[src/rtl/mpu_regions_if.sv]
// Check and config port bundle for the programmable MPU.
// The CPU side drives the chk_* signals and the bootloader drives the cfg_* signals.
interface mpu_regions_if #(
  parameter int unsigned ADDR_WIDTH = 32
);
  logic                  chk_valid;
  logic [ADDR_WIDTH-1:0] chk_addr;
  logic                  chk_write;
  logic                  chk_exec;
  logic                  chk_priv;
  logic                  chk_allowed;
  logic                  chk_violation;
  logic                  cfg_en;
  logic                  cfg_we;
  logic                  cfg_priv;
  logic [6:0]            cfg_addr;
  logic [31:0]           cfg_wdata;
  logic [31:0]           cfg_rdata;
  logic                  irq;

  modport master (
    output chk_valid, chk_addr, chk_write, chk_exec, chk_priv,
    output cfg_en, cfg_we, cfg_priv, cfg_addr, cfg_wdata,
    input  chk_allowed, chk_violation, cfg_rdata, irq
  );

  modport slave (
    input  chk_valid, chk_addr, chk_write, chk_exec, chk_priv,
    input  cfg_en, cfg_we, cfg_priv, cfg_addr, cfg_wdata,
    output chk_allowed, chk_violation, cfg_rdata, irq
  );
endinterface

[src/rtl/mpu_regions.sv]
// Run-time programmable MPU: NUM_REGIONS address windows, default deny,
// first-fault capture, saturating violation counter and interrupt.
module mpu_regions #(
  parameter int unsigned NUM_REGIONS = 8,
  parameter int unsigned ADDR_WIDTH  = 32,
  parameter int unsigned CNT_WIDTH   = 8
) (
  input  logic          clk,
  input  logic          rst,
  mpu_regions_if.slave  bus
);
  localparam int unsigned AW     = ADDR_WIDTH;
  localparam int unsigned A_R    = 0;
  localparam int unsigned A_W    = 1;
  localparam int unsigned A_X    = 2;
  localparam int unsigned A_M    = 3;
  localparam int unsigned A_EN   = 4;
  localparam int unsigned A_LOCK = 5;

  logic [AW-1:0]        base_q  [NUM_REGIONS];
  logic [AW-1:0]        base_d  [NUM_REGIONS];
  logic [AW-1:0]        limit_q [NUM_REGIONS];
  logic [AW-1:0]        limit_d [NUM_REGIONS];
  logic [5:0]           attr_q  [NUM_REGIONS];
  logic [5:0]           attr_d  [NUM_REGIONS];
  logic [2:0]           ctrl_q, ctrl_d;
  logic [2:0]           sts_q, sts_d;
  logic [AW-1:0]        faddr_q, faddr_d;
  logic [6:0]           finfo_q, finfo_d;
  logic [CNT_WIDTH-1:0] cnt_q, cnt_d;
  logic [31:0]          rdata_q, rdata_d;
  logic                 allow_q, viol_q, irq_q;

  logic       hit_c, perm_c, viol_c, allow_c;
  logic [3:0] hit_idx_c;
  logic [3:0] hit_attr_c;
  logic       cfg_wr_c, cfg_rd_c, cfg_fault_c, reg_sel_c;
  logic [3:0] reg_idx_c;

  // Lowest-index enabled window containing the address wins.
  always_comb begin
    hit_c      = 1'b0;
    hit_idx_c  = 4'hF;
    hit_attr_c = '0;
    for (int i = int'(NUM_REGIONS) - 1; i >= 0; i--) begin
      if (attr_q[i][A_EN] && (base_q[i] <= bus.chk_addr) && (bus.chk_addr <= limit_q[i])) begin
        hit_c      = 1'b1;
        hit_idx_c  = 4'(i);
        hit_attr_c = attr_q[i][3:0];
      end
    end
    perm_c  = bus.chk_write ? hit_attr_c[A_W] :
              bus.chk_exec  ? hit_attr_c[A_X] : hit_attr_c[A_R];
    viol_c  = bus.chk_valid & ctrl_q[0] &
              (~hit_c | ~perm_c | (hit_attr_c[A_M] & ~bus.chk_priv));
    allow_c = bus.chk_valid & ~viol_c;
  end

  assign cfg_wr_c    = bus.cfg_en & bus.cfg_we & bus.cfg_priv;
  assign cfg_rd_c    = bus.cfg_en & ~bus.cfg_we;
  assign cfg_fault_c = bus.cfg_en & bus.cfg_we & ~bus.cfg_priv;
  assign reg_sel_c   = ~bus.cfg_addr[6] & (bus.cfg_addr[1:0] != 2'd3);
  assign reg_idx_c   = bus.cfg_addr[5:2];

  // Next-state for configuration, status, capture and read data.
  always_comb begin
    base_d  = base_q;
    limit_d = limit_q;
    attr_d  = attr_q;
    ctrl_d  = ctrl_q;
    sts_d   = sts_q;
    faddr_d = faddr_q;
    finfo_d = finfo_q;
    cnt_d   = cnt_q;
    rdata_d = rdata_q;

    for (int i = 0; i < int'(NUM_REGIONS); i++) begin
      if (cfg_wr_c && reg_sel_c && (reg_idx_c == 4'(i)) && !attr_q[i][A_LOCK]) begin
        case (bus.cfg_addr[1:0])
          2'd0:    base_d[i]  = AW'(bus.cfg_wdata);
          2'd1:    limit_d[i] = AW'(bus.cfg_wdata);
          2'd2:    attr_d[i]  = {bus.cfg_wdata[31], bus.cfg_wdata[4:0]};
          default: ;
        endcase
      end
    end

    if (cfg_wr_c && (bus.cfg_addr == 7'h44) && !ctrl_q[2]) ctrl_d = bus.cfg_wdata[2:0];
    if (cfg_wr_c && (bus.cfg_addr == 7'h40)) sts_d = sts_q & ~bus.cfg_wdata[2:0];
    if (cfg_fault_c) sts_d[2] = 1'b1;

    // A clear in the same cycle re-arms capture for this violation.
    if (viol_c) begin
      if (!sts_d[0]) begin
        faddr_d  = bus.chk_addr;
        finfo_d  = {hit_idx_c, bus.chk_priv, bus.chk_exec, bus.chk_write};
        sts_d[0] = 1'b1;
      end else begin
        sts_d[1] = 1'b1;
      end
      if (cnt_q != '1) cnt_d = cnt_q + CNT_WIDTH'(1);
    end

    if (cfg_rd_c) begin
      rdata_d = '0;
      if (bus.cfg_priv) begin
        if (reg_sel_c) begin
          for (int i = 0; i < int'(NUM_REGIONS); i++) begin
            if (reg_idx_c == 4'(i)) begin
              case (bus.cfg_addr[1:0])
                2'd0:    rdata_d = 32'(base_q[i]);
                2'd1:    rdata_d = 32'(limit_q[i]);
                2'd2:    rdata_d = {attr_q[i][A_LOCK], 26'd0, attr_q[i][4:0]};
                default: rdata_d = '0;
              endcase
            end
          end
        end else begin
          case (bus.cfg_addr)
            7'h40:   rdata_d = 32'(sts_q);
            7'h41:   rdata_d = 32'(faddr_q);
            7'h42:   rdata_d = {24'd0, finfo_q[6:3], 1'b0, finfo_q[2:0]};
            7'h43:   rdata_d = 32'(cnt_q);
            7'h44:   rdata_d = 32'(ctrl_q);
            default: rdata_d = '0;
          endcase
        end
      end
    end
  end

  always_ff @(posedge clk or posedge rst) begin
    if (rst) begin
      base_q  <= '{default: '0};
      limit_q <= '{default: '0};
      attr_q  <= '{default: '0};
      ctrl_q  <= '0;
      sts_q   <= '0;
      faddr_q <= '0;
      finfo_q <= '0;
      cnt_q   <= '0;
      rdata_q <= '0;
      allow_q <= 1'b0;
      viol_q  <= 1'b0;
      irq_q   <= 1'b0;
    end else begin
      base_q  <= base_d;
      limit_q <= limit_d;
      attr_q  <= attr_d;
      ctrl_q  <= ctrl_d;
      sts_q   <= sts_d;
      faddr_q <= faddr_d;
      finfo_q <= finfo_d;
      cnt_q   <= cnt_d;
      rdata_q <= rdata_d;
      allow_q <= allow_c;
      viol_q  <= viol_c;
      irq_q   <= sts_d[0] & ctrl_d[1];
    end
  end

  assign bus.chk_allowed   = allow_q;
  assign bus.chk_violation = viol_q;
  assign bus.cfg_rdata     = rdata_q;
  assign bus.irq           = irq_q;
endmodule
[src/flat_wrapper.sv]
// flat-port wrapper written by rule: the top's interface ports become plain ports
module mpu_regions_flat 
#(
  parameter int unsigned NUM_REGIONS = 8,
  parameter int unsigned ADDR_WIDTH  = 32,
  parameter int unsigned CNT_WIDTH   = 8
)
  (clk, rst, bus_chk_valid, bus_chk_addr, bus_chk_write, bus_chk_exec, bus_chk_priv, bus_cfg_en, bus_cfg_we, bus_cfg_priv, bus_cfg_addr, bus_cfg_wdata, bus_chk_allowed, bus_chk_violation, bus_cfg_rdata, bus_irq);
  mpu_regions_if #(.ADDR_WIDTH(ADDR_WIDTH)) bus_i ();
  input  logic clk;
  input  logic rst;
  input wire logic [$bits(bus_i.chk_valid)-1:0] bus_chk_valid;
  input wire logic [$bits(bus_i.chk_addr)-1:0] bus_chk_addr;
  input wire logic [$bits(bus_i.chk_write)-1:0] bus_chk_write;
  input wire logic [$bits(bus_i.chk_exec)-1:0] bus_chk_exec;
  input wire logic [$bits(bus_i.chk_priv)-1:0] bus_chk_priv;
  input wire logic [$bits(bus_i.cfg_en)-1:0] bus_cfg_en;
  input wire logic [$bits(bus_i.cfg_we)-1:0] bus_cfg_we;
  input wire logic [$bits(bus_i.cfg_priv)-1:0] bus_cfg_priv;
  input wire logic [$bits(bus_i.cfg_addr)-1:0] bus_cfg_addr;
  input wire logic [$bits(bus_i.cfg_wdata)-1:0] bus_cfg_wdata;
  output wire logic [$bits(bus_i.chk_allowed)-1:0] bus_chk_allowed;
  output wire logic [$bits(bus_i.chk_violation)-1:0] bus_chk_violation;
  output wire logic [$bits(bus_i.cfg_rdata)-1:0] bus_cfg_rdata;
  output wire logic [$bits(bus_i.irq)-1:0] bus_irq;
  assign bus_i.chk_valid = bus_chk_valid;
  assign bus_i.chk_addr = bus_chk_addr;
  assign bus_i.chk_write = bus_chk_write;
  assign bus_i.chk_exec = bus_chk_exec;
  assign bus_i.chk_priv = bus_chk_priv;
  assign bus_i.cfg_en = bus_cfg_en;
  assign bus_i.cfg_we = bus_cfg_we;
  assign bus_i.cfg_priv = bus_cfg_priv;
  assign bus_i.cfg_addr = bus_cfg_addr;
  assign bus_i.cfg_wdata = bus_cfg_wdata;
  assign bus_chk_allowed = bus_i.chk_allowed;
  assign bus_chk_violation = bus_i.chk_violation;
  assign bus_cfg_rdata = bus_i.cfg_rdata;
  assign bus_irq = bus_i.irq;
  mpu_regions #(.NUM_REGIONS(NUM_REGIONS), .ADDR_WIDTH(ADDR_WIDTH), .CNT_WIDTH(CNT_WIDTH)) u_core (.clk(clk), .rst(rst), .bus(bus_i));
endmodule
[config.mk]
export PLATFORM = sky130hd
export DESIGN_NAME = mpu_regions_flat
export DESIGN_NICKNAME = d
export VERILOG_FILES = /design/src/rtl/mpu_regions_if.sv /design/src/rtl/mpu_regions.sv /design/src/flat_wrapper.sv
export SDC_FILE = /design/constraint.sdc
export NUM_CORES = 2
export LEC_CHECK = 0
export BUFFER_PORTS_ARGS = -buffer_cell sky130_fd_sc_hd__buf_4
export CORE_MARGIN = 1
export CORE_UTILIZATION = 65
export DETAILED_ROUTE_END_ITERATION = 12
export PLACE_DENSITY = 0.83
export SETUP_SLACK_MARGIN = 0.1
export SLEW_MARGIN = 20
export SYNTH_ARGS = -nofsm -noshare
export SYNTH_HDL_FRONTEND = slang
export SYNTH_SLANG_ARGS = --single-unit
[constraint.sdc]
create_clock -name clk -period 55.9 [get_ports clk]
set_clock_uncertainty 0.15 [all_clocks]
set_input_delay 13.975 -clock clk [delete_from_list [all_inputs] [get_ports clk]]
set_output_delay 13.975 -clock clk [all_outputs]
set_load 0.02 [all_outputs]
# Word-level counts from Yosys, hierarchy flattened
# Cells that the tools add are included.
[word_totals]
input_bits = 80
ff_bits = 648
output_inout_bits = 35
word_cells = 214
[classes]
reduce_logical = 74
bitwise = 22
order_cmp = 16
eq_ne = 16
muxes = 50
n_addsub = 1
[ops]
columns = ["op", "n"]
rows = [
  ["32-bit one-hot mux with 3 select lines", 8],
  ["32-bit <= comparator", 16],
  ["32-bit two-way mux", 10],
  ["32-bit one-hot mux with 5 select lines", 1],
  ["4-bit two-way mux", 16],
  ["2-bit AND reduction", 26],
  ["1-bit logical AND", 36],
  ["7-bit equality test, second input constant", 5],
  ["4-bit by 3-bit equality test with 1-bit output, second input constant", 4],
  ["1-bit two-way mux", 12],
  ["1-bit bitwise AND", 10],
  ["1-bit zero test", 9],
  ["8-bit by 1-bit adder with 8-bit output, second input constant", 1],
  ["4-bit by 2-bit equality test with 1-bit output, second input constant", 2],
  ["8-bit inequality test, second input constant", 1],
  ["1-bit inverter", 8],
  ["4-bit by 1-bit equality test with 1-bit output, second input constant", 1],
  ["4-bit zero test", 1],
  ["2-bit two-way mux", 2],
  ["3-bit bitwise AND", 1],
  ["3-bit two-way mux", 1],
  ["3-bit inverter", 1],
  ["2-bit by 1-bit equality test with 1-bit output, second input constant", 1],
  ["2-bit equality test, second input constant", 1],
  ["4 further kinds", 5],
]

# Longest topological paths before layout
[logic_depth]
depth_word = 19
ltp_mapped = 16
depth_no_buf = 14

# Worst setup path after synthesis
# No wires, ideal clock.
[synth_path]
kind = "input -> register"
from = "in bus_chk_addr[25]"
to = "reg u_core.faddr_q[0]"
path_buffers = 2
arrival_time_ns = 17.262
stages = 15
setup_time_ns = 0.125
required_ns = 55.625
slack_ns = 38.362
path_cell_list = "inv_1 ha_1 a21o_1 nand3_1 a21oi_1 or4_1 a2bb2oi_1 nand2_1 a311o_1 o21a_1 a211o_1 a41oi_2 buf_6 buf_12 mux2_4"
[synth_via]
elab_chain_cells = 18
word_cells_on_any_way = 57
cone_classes = "order compare (16); mux (18); bitwise (6); reduce/logical (17)"
[synth_lines]
columns = ["element", "line_no", "text"]
rows = [
  ["from (decl)", "flat_wrapper.sv:13", "input wire logic [$bits(bus_i.chk_addr)-1:0] bus_chk_addr;"],
  ["32-bit <= comparator", "mpu_regions.sv:46", "if (attr_q[i][A_EN] && (base_q[i] <= bus.chk_addr) && (bus.chk_addr <= limit_q[i])) begin"],
  ["1-bit logical AND (2 in a row)", "mpu_regions.sv:46", ""],
  ["4-bit two-way mux (8 in a row)", "mpu_regions.sv:46", ""],
  ["1-bit two-way mux", "mpu_regions.sv:53", "bus.chk_exec ? hit_attr_c[A_X] : hit_attr_c[A_R];"],
  ["1-bit two-way mux", "mpu_regions.sv:52", "perm_c = bus.chk_write ? hit_attr_c[A_W] :"],
  ["1-bit inverter", "mpu_regions.sv:55", "(~hit_c | ~perm_c | (hit_attr_c[A_M] & ~bus.chk_priv));"],
  ["1-bit bitwise OR", "mpu_regions.sv:55", ""],
  ["1-bit bitwise OR (*)", "mpu_regions.sv:55", ""],
  ["1-bit bitwise AND (*)", "mpu_regions.sv:54", "viol_c = bus.chk_valid & ctrl_q[0] &"],
  ["2-bit AND reduction (no source line) (*)", "-", ""],
  ["to (signal assigned)", "mpu_regions.sv:152", "faddr_q <= faddr_d;"],
  ["to (decl)", "mpu_regions.sv:28", "logic [AW-1:0] faddr_q, faddr_d;"],
]
# Mark *: on every way between the ends. The rest lies on a longest branch, timed or not.
# A chain may end at the register's enable or synchronous reset.

# Worst setup path after layout
[layout_path]
from = "in bus_chk_addr[31]"
to = "reg u_core.finfo_q[1]"
[layout_via]
elab_chain_cells = 18
word_cells_on_any_way = 57
cone_classes = "order compare (16); mux (18); bitwise (6); reduce/logical (17)"
[layout_lines]
columns = ["element", "line_no", "text"]
rows = [
  ["32-bit <= comparator", "mpu_regions.sv:46", ""],
  ["1-bit logical AND (2 in a row)", "mpu_regions.sv:46", ""],
  ["4-bit two-way mux (8 in a row)", "mpu_regions.sv:46", ""],
  ["1-bit two-way mux", "mpu_regions.sv:53", ""],
  ["1-bit two-way mux", "mpu_regions.sv:52", ""],
  ["1-bit inverter", "mpu_regions.sv:55", ""],
  ["1-bit bitwise OR", "mpu_regions.sv:55", ""],
  ["1-bit bitwise OR (*)", "mpu_regions.sv:55", ""],
  ["1-bit bitwise AND (*)", "mpu_regions.sv:54", ""],
  ["2-bit AND reduction (no source line) (*)", "-", ""],
  ["to (signal assigned)", "mpu_regions.sv:153", "finfo_q <= finfo_d;"],
  ["to (decl)", "mpu_regions.sv:29", "logic [6:0] finfo_q, finfo_d;"],
]
# Marked as above.

==> summary.md <==
| Metric | Value |
|---|---|
| Starting density of the core | `65.8%` |
| Routed length per placed instance | `29.9 um` |
| Cell type with the largest total area after synthesis | `dfrtp_1` |
| Final WL | `154 mm` |
| Delay of the slowest cell on the worst path | `890 ps` |
| Top routing layer used | `met5` |
| Buf+Inv Stages, Crit Path | `4` |
| Post-synth top area share | `39.2%` |
| Worst-case hold path end point | `u_core.bus.cfg_rdata[24]` |
| Final instance area | `45500 um2` |
| Met2 WL | `between 60 and 70 mm` |
| Post-synth ARST share | `100%` |
| Port Buffer Count | `around 110` |
| Final count of negative-setup-slack endpoints | `0` |
| Max-slew violations | `0` |
| Nature of the critical path startpoint | `input pin` |
| Cells along the critical path | `buf_4 > inv_1 > ha_1 > nand4_1 > or2_2 > or3_1 > nor4_1 > o2bb2ai_1 > a21oi_1 > inv_1 > o21a_1 > a211o_1 > a41oi_4 > buf_4 > mux2_2` |
| DR vias | `~36000` |
| Portion of the post-synthesis area used by sequential elements | `39.2%` |
| Worst Hold Path Cells | `2` |
| Worst ir drop on vdd | `31.7 uV` |
| Kind of end point of the critical path | `flop` |
| Hold-fix buffers at CTS | `0` |
| R2R Path Start | `u_core.limit_q[76]` |
| Worst hold slack | `325 ps` |
| Class of the most critical setup path | `in2reg` |
| Logic depth of the worst register-to-register path | `13` |
| Ratio of cells with drive above 1 in the final layout | `15.7%` |
| Post-synth EDFFs | `0` |
| Detailed placer's ending HPWL | `around 110 mm` |
| Number of global-route vias before repair | `34500` |
| Crit path max-delay family | `compound AO/OA/AOI/OAI gates` |
| Detailed-route wire length on metal 1 | `57.0 mm` |
| Clock root buffer master | `clkbuf_16` |
| Total stage count of the critical path | `15` |
| Die width | `roughly 250 um` |
| RD Place Congestion | `1.08` |
| Placeable core area | `about 63000 um2` |
| Transition time of the tightest slew-check pin | `between 1000 and 1500 ps` |
| I/O Pins | `115` |
| Syn. warnings | `0` |
| Layout Area Growth over Synthesis | `9.95%` |
| Max-capacitance violation count | `0` |
| Per-cell via count in the routed design | `6.98` |
| Latest clock arrival within the worst-skew pair | `640 ps` |
| Prevailing post-synth register cell | `dfrtp_1` |
| All-layer global routing usage | `47.8%` |
| Leakage | `23.4 nW` |
| Beginning of the worst hold path | `u_core.bus.cfg_rdata[24]` |
| Overflow left after global routing | `0` |
| R2R setup slack | `50130 ps` |
| Cts repair resizes | `0` |
| Setup repair after global routing missed its margin | `false` |
| Synth top area cells | `dfrtp_1 (39%), ha_1 (15%), mux2_2 (9.3%)` |
| Number of nets produced by synthesis | `4823` |
| Initial antenna violation count | `4` |
| Number of nets still failing antenna checks after routing | `0` |
| Status | `complete, no violations` |
| Worst slew margin relative to its limit | `13.9%` |
| Final Core Density | `72.3%` |
| Buffer depth of the longest clock path | `3` |
| Detailed Route Iter0 Violations | `approximately 4700` |
| TritonCTS clock tree | `done` |
| Die height | `254 um` |
| Number of flip-flops and latches in the synthesized netlist | `around 650` |
| Crit path required time | `56260 ps` |
| Critical-path top delay cell | `a21oi_1` |
| Clock transition at the registers of the reported paths | `60 ps` |
| Highest Clock Rate | `52.6 MHz` |
| Mapped Cells | `4230` |
| Die area | `64700 um2` |
| Arrival @ worst endpoint | `19370 ps` |
| Power per cell area | `26.1 nW/um2` |
| Number of distinct library cells after synthesis | `76` |
| Clock period minus final worst setup slack | `19010 ps` |
| Mean Syn Cell Area | `9.79 um2` |
| Number of nets at the end of the flow | `around 4900` |
| Met3 Wirelength | `approximately 18 mm` |
| Final period utilization | `around a third` |
| DRC Markers | `0` |
| Hold Crit Class | `reg2reg` |
| Largest net degree at the start of global routing | `130` |
| Final Hold Violating Endpoints | `0` |
| Post-CTS setup buffers | `0` |
| Maximum fanout along the worst path | `20` |
| Endpoint of the most critical register-to-register path | `u_core.finfo_q[1]` |
| Level count of the clock H-tree | `3` |
| Placement Rows | `92` |
| Total number of clock tree sinks | `648` |
| Setup tns final | `0 ps` |
| Number of buffers created by CTS | `between 70 and 80` |
| Wire length of the first global-routing pass | `around 220 mm` |
| DR pass1 iterations | `7` |
| Cell area after placement | `43000 um2` |
| Post-synth design cell area | `41400 um2` |
-- worst max-delay path by stage --
stage | endpoint | startpoint | slack [ps]
after floorplan | u_core.attr_q[0] | rst | 23620
after global placement | u_core.finfo_q[2] | bus_chk_addr[31] | 35980
after detailed placement | u_core.finfo_q[1] | bus_chk_addr[31] | 36430
after CTS | u_core.finfo_q[1] | bus_chk_addr[31] | 37080
after global routing | u_core.finfo_q[1] | bus_chk_addr[31] | 36860
final | u_core.finfo_q[1] | bus_chk_addr[31] | 36890
-- where the power goes --
part	leakage, nW	total (mW)	switching, mW	internal [mW]
combinational	14.5	0.162	0.102	0.0602
clock	1.22	0.509	0.207	0.302
sequential	7.75	0.516	0.0227	0.493
total	23.4	1.19	0.332	0.855
-- metrics by stage --
step | setup WS, ps | instances | power (mW)
floorplan | 23620 | 4230 | 0.616
global placement | 35980 | 5033 | 0.673
detailed placement | 36430 | 5034 | 0.678
CTS | 37080 | 5164 | 1.18
global route | 36860 | 5164 | 1.22
finish | 36890 | 5168 | 1.19
-- worst reg2reg max path: stages, from the launching register on --
cell	delay, ps
dfrtp_1	350
inv_1	90
ha_1	280
nand4_1	410
nor4_1	1040
o2bb2ai_1	250
o211ai_1	210
a32oi_1	630
nand3_1	180
o31ai_1	350
o211ai_2	170
a41oi_4	570
buf_4	510
mux2_2	460
-- registers in the layout (all words and copies together), names as in the netlist --
name and count:
u_core.bus.chk_violation 1, u_core.bus.chk_allowed 1, u_core.bus.irq 1, u_core.ctrl_q 3, u_core.finfo_q 7, u_core.cnt_q 8
u_core.sts_q 3, u_core.base_q 256, u_core.faddr_q 32, u_core.bus.cfg_rdata 32, u_core.attr_q 48, u_core.limit_q 256
-- cells in the final DEF, fill, tap and decap left out, drive strengths merged, types with 7 or more instances in the layout --
master / netlist / final
nand3: 67 / 67
a21oi: 266 / 266
clkinv: 0 / 16
a211oi: 37 / 37
and3: 13 / 13
o211ai: 25 / 25
clkbuf: 150 / 99
nand4: 96 / 96
inv: 318 / 320
mux2i: 254 / 254
or2: 9 / 9
o221ai: 7 / 7
ha: 513 / 513
buf: 55 / 163
nand2b: 20 / 20
dfrtp: 648 / 648
a21o: 46 / 46
nand2: 441 / 441
nor4: 22 / 22
a21boi: 10 / 10
nor2b: 27 / 27
bufinv: 0 / 8
o211a: 7 / 7
mux2: 351 / 351
o21ai: 376 / 376
and4: 7 / 7
nor3: 87 / 87
o21a: 8 / 8
o22ai: 101 / 101
nor2: 149 / 149
-- cell families (layout without fill, tap and decap cells) --
group / Yosys count / in the layout / share of synthesized area, %
other cells: 0 / 4 / 0
mux: 610 / 610 / 16.0
compound gates: 967 / 967 / 13.7
xor+xnor: 3 / 3 / 0.0635
fa+ha+maj: 513 / 513 / 15.5
flops: 648 / 648 / 39.2
simple gates: 966 / 966 / 10.7
buf+inv: 523 / 611 / 4.84
-- routing by layer --
metal | up-vias | GRT usage (%)
met5 | - | 0
li1 | 15300 | -
met4 | 4 | 34.2
met3 | 683 | 12.8
met1 | 17500 | 60.9
met2 | 2533 | 70.6
-- synth_stat cells, types with 87 or more instances --
cell / number
o22ai_1: 100
nand2_1: 441
inv_1: 318
clkbuf_1: 150
mux2i_1: 254
nand4_1: 96
dfrtp_1: 648
mux2_2: 341
nor3_1: 87
ha_1: 513
o21ai_0: 374
nor2_1: 149
a21oi_1: 266
-- final cells by class --
class / count / area, um2
multi-input cells: 3059 / 23300
repair buffers: 163 / 1240
well taps: 846 / 1060
clock inverters: 31 / 387
fillers: 4642 / 17400
flip-flops and latches: 648 / 16200
diodes: 4 / 10.0
clock buffers: 99 / 2110
inverters: 318 / 1200
(Power assumes the default switching activity.)
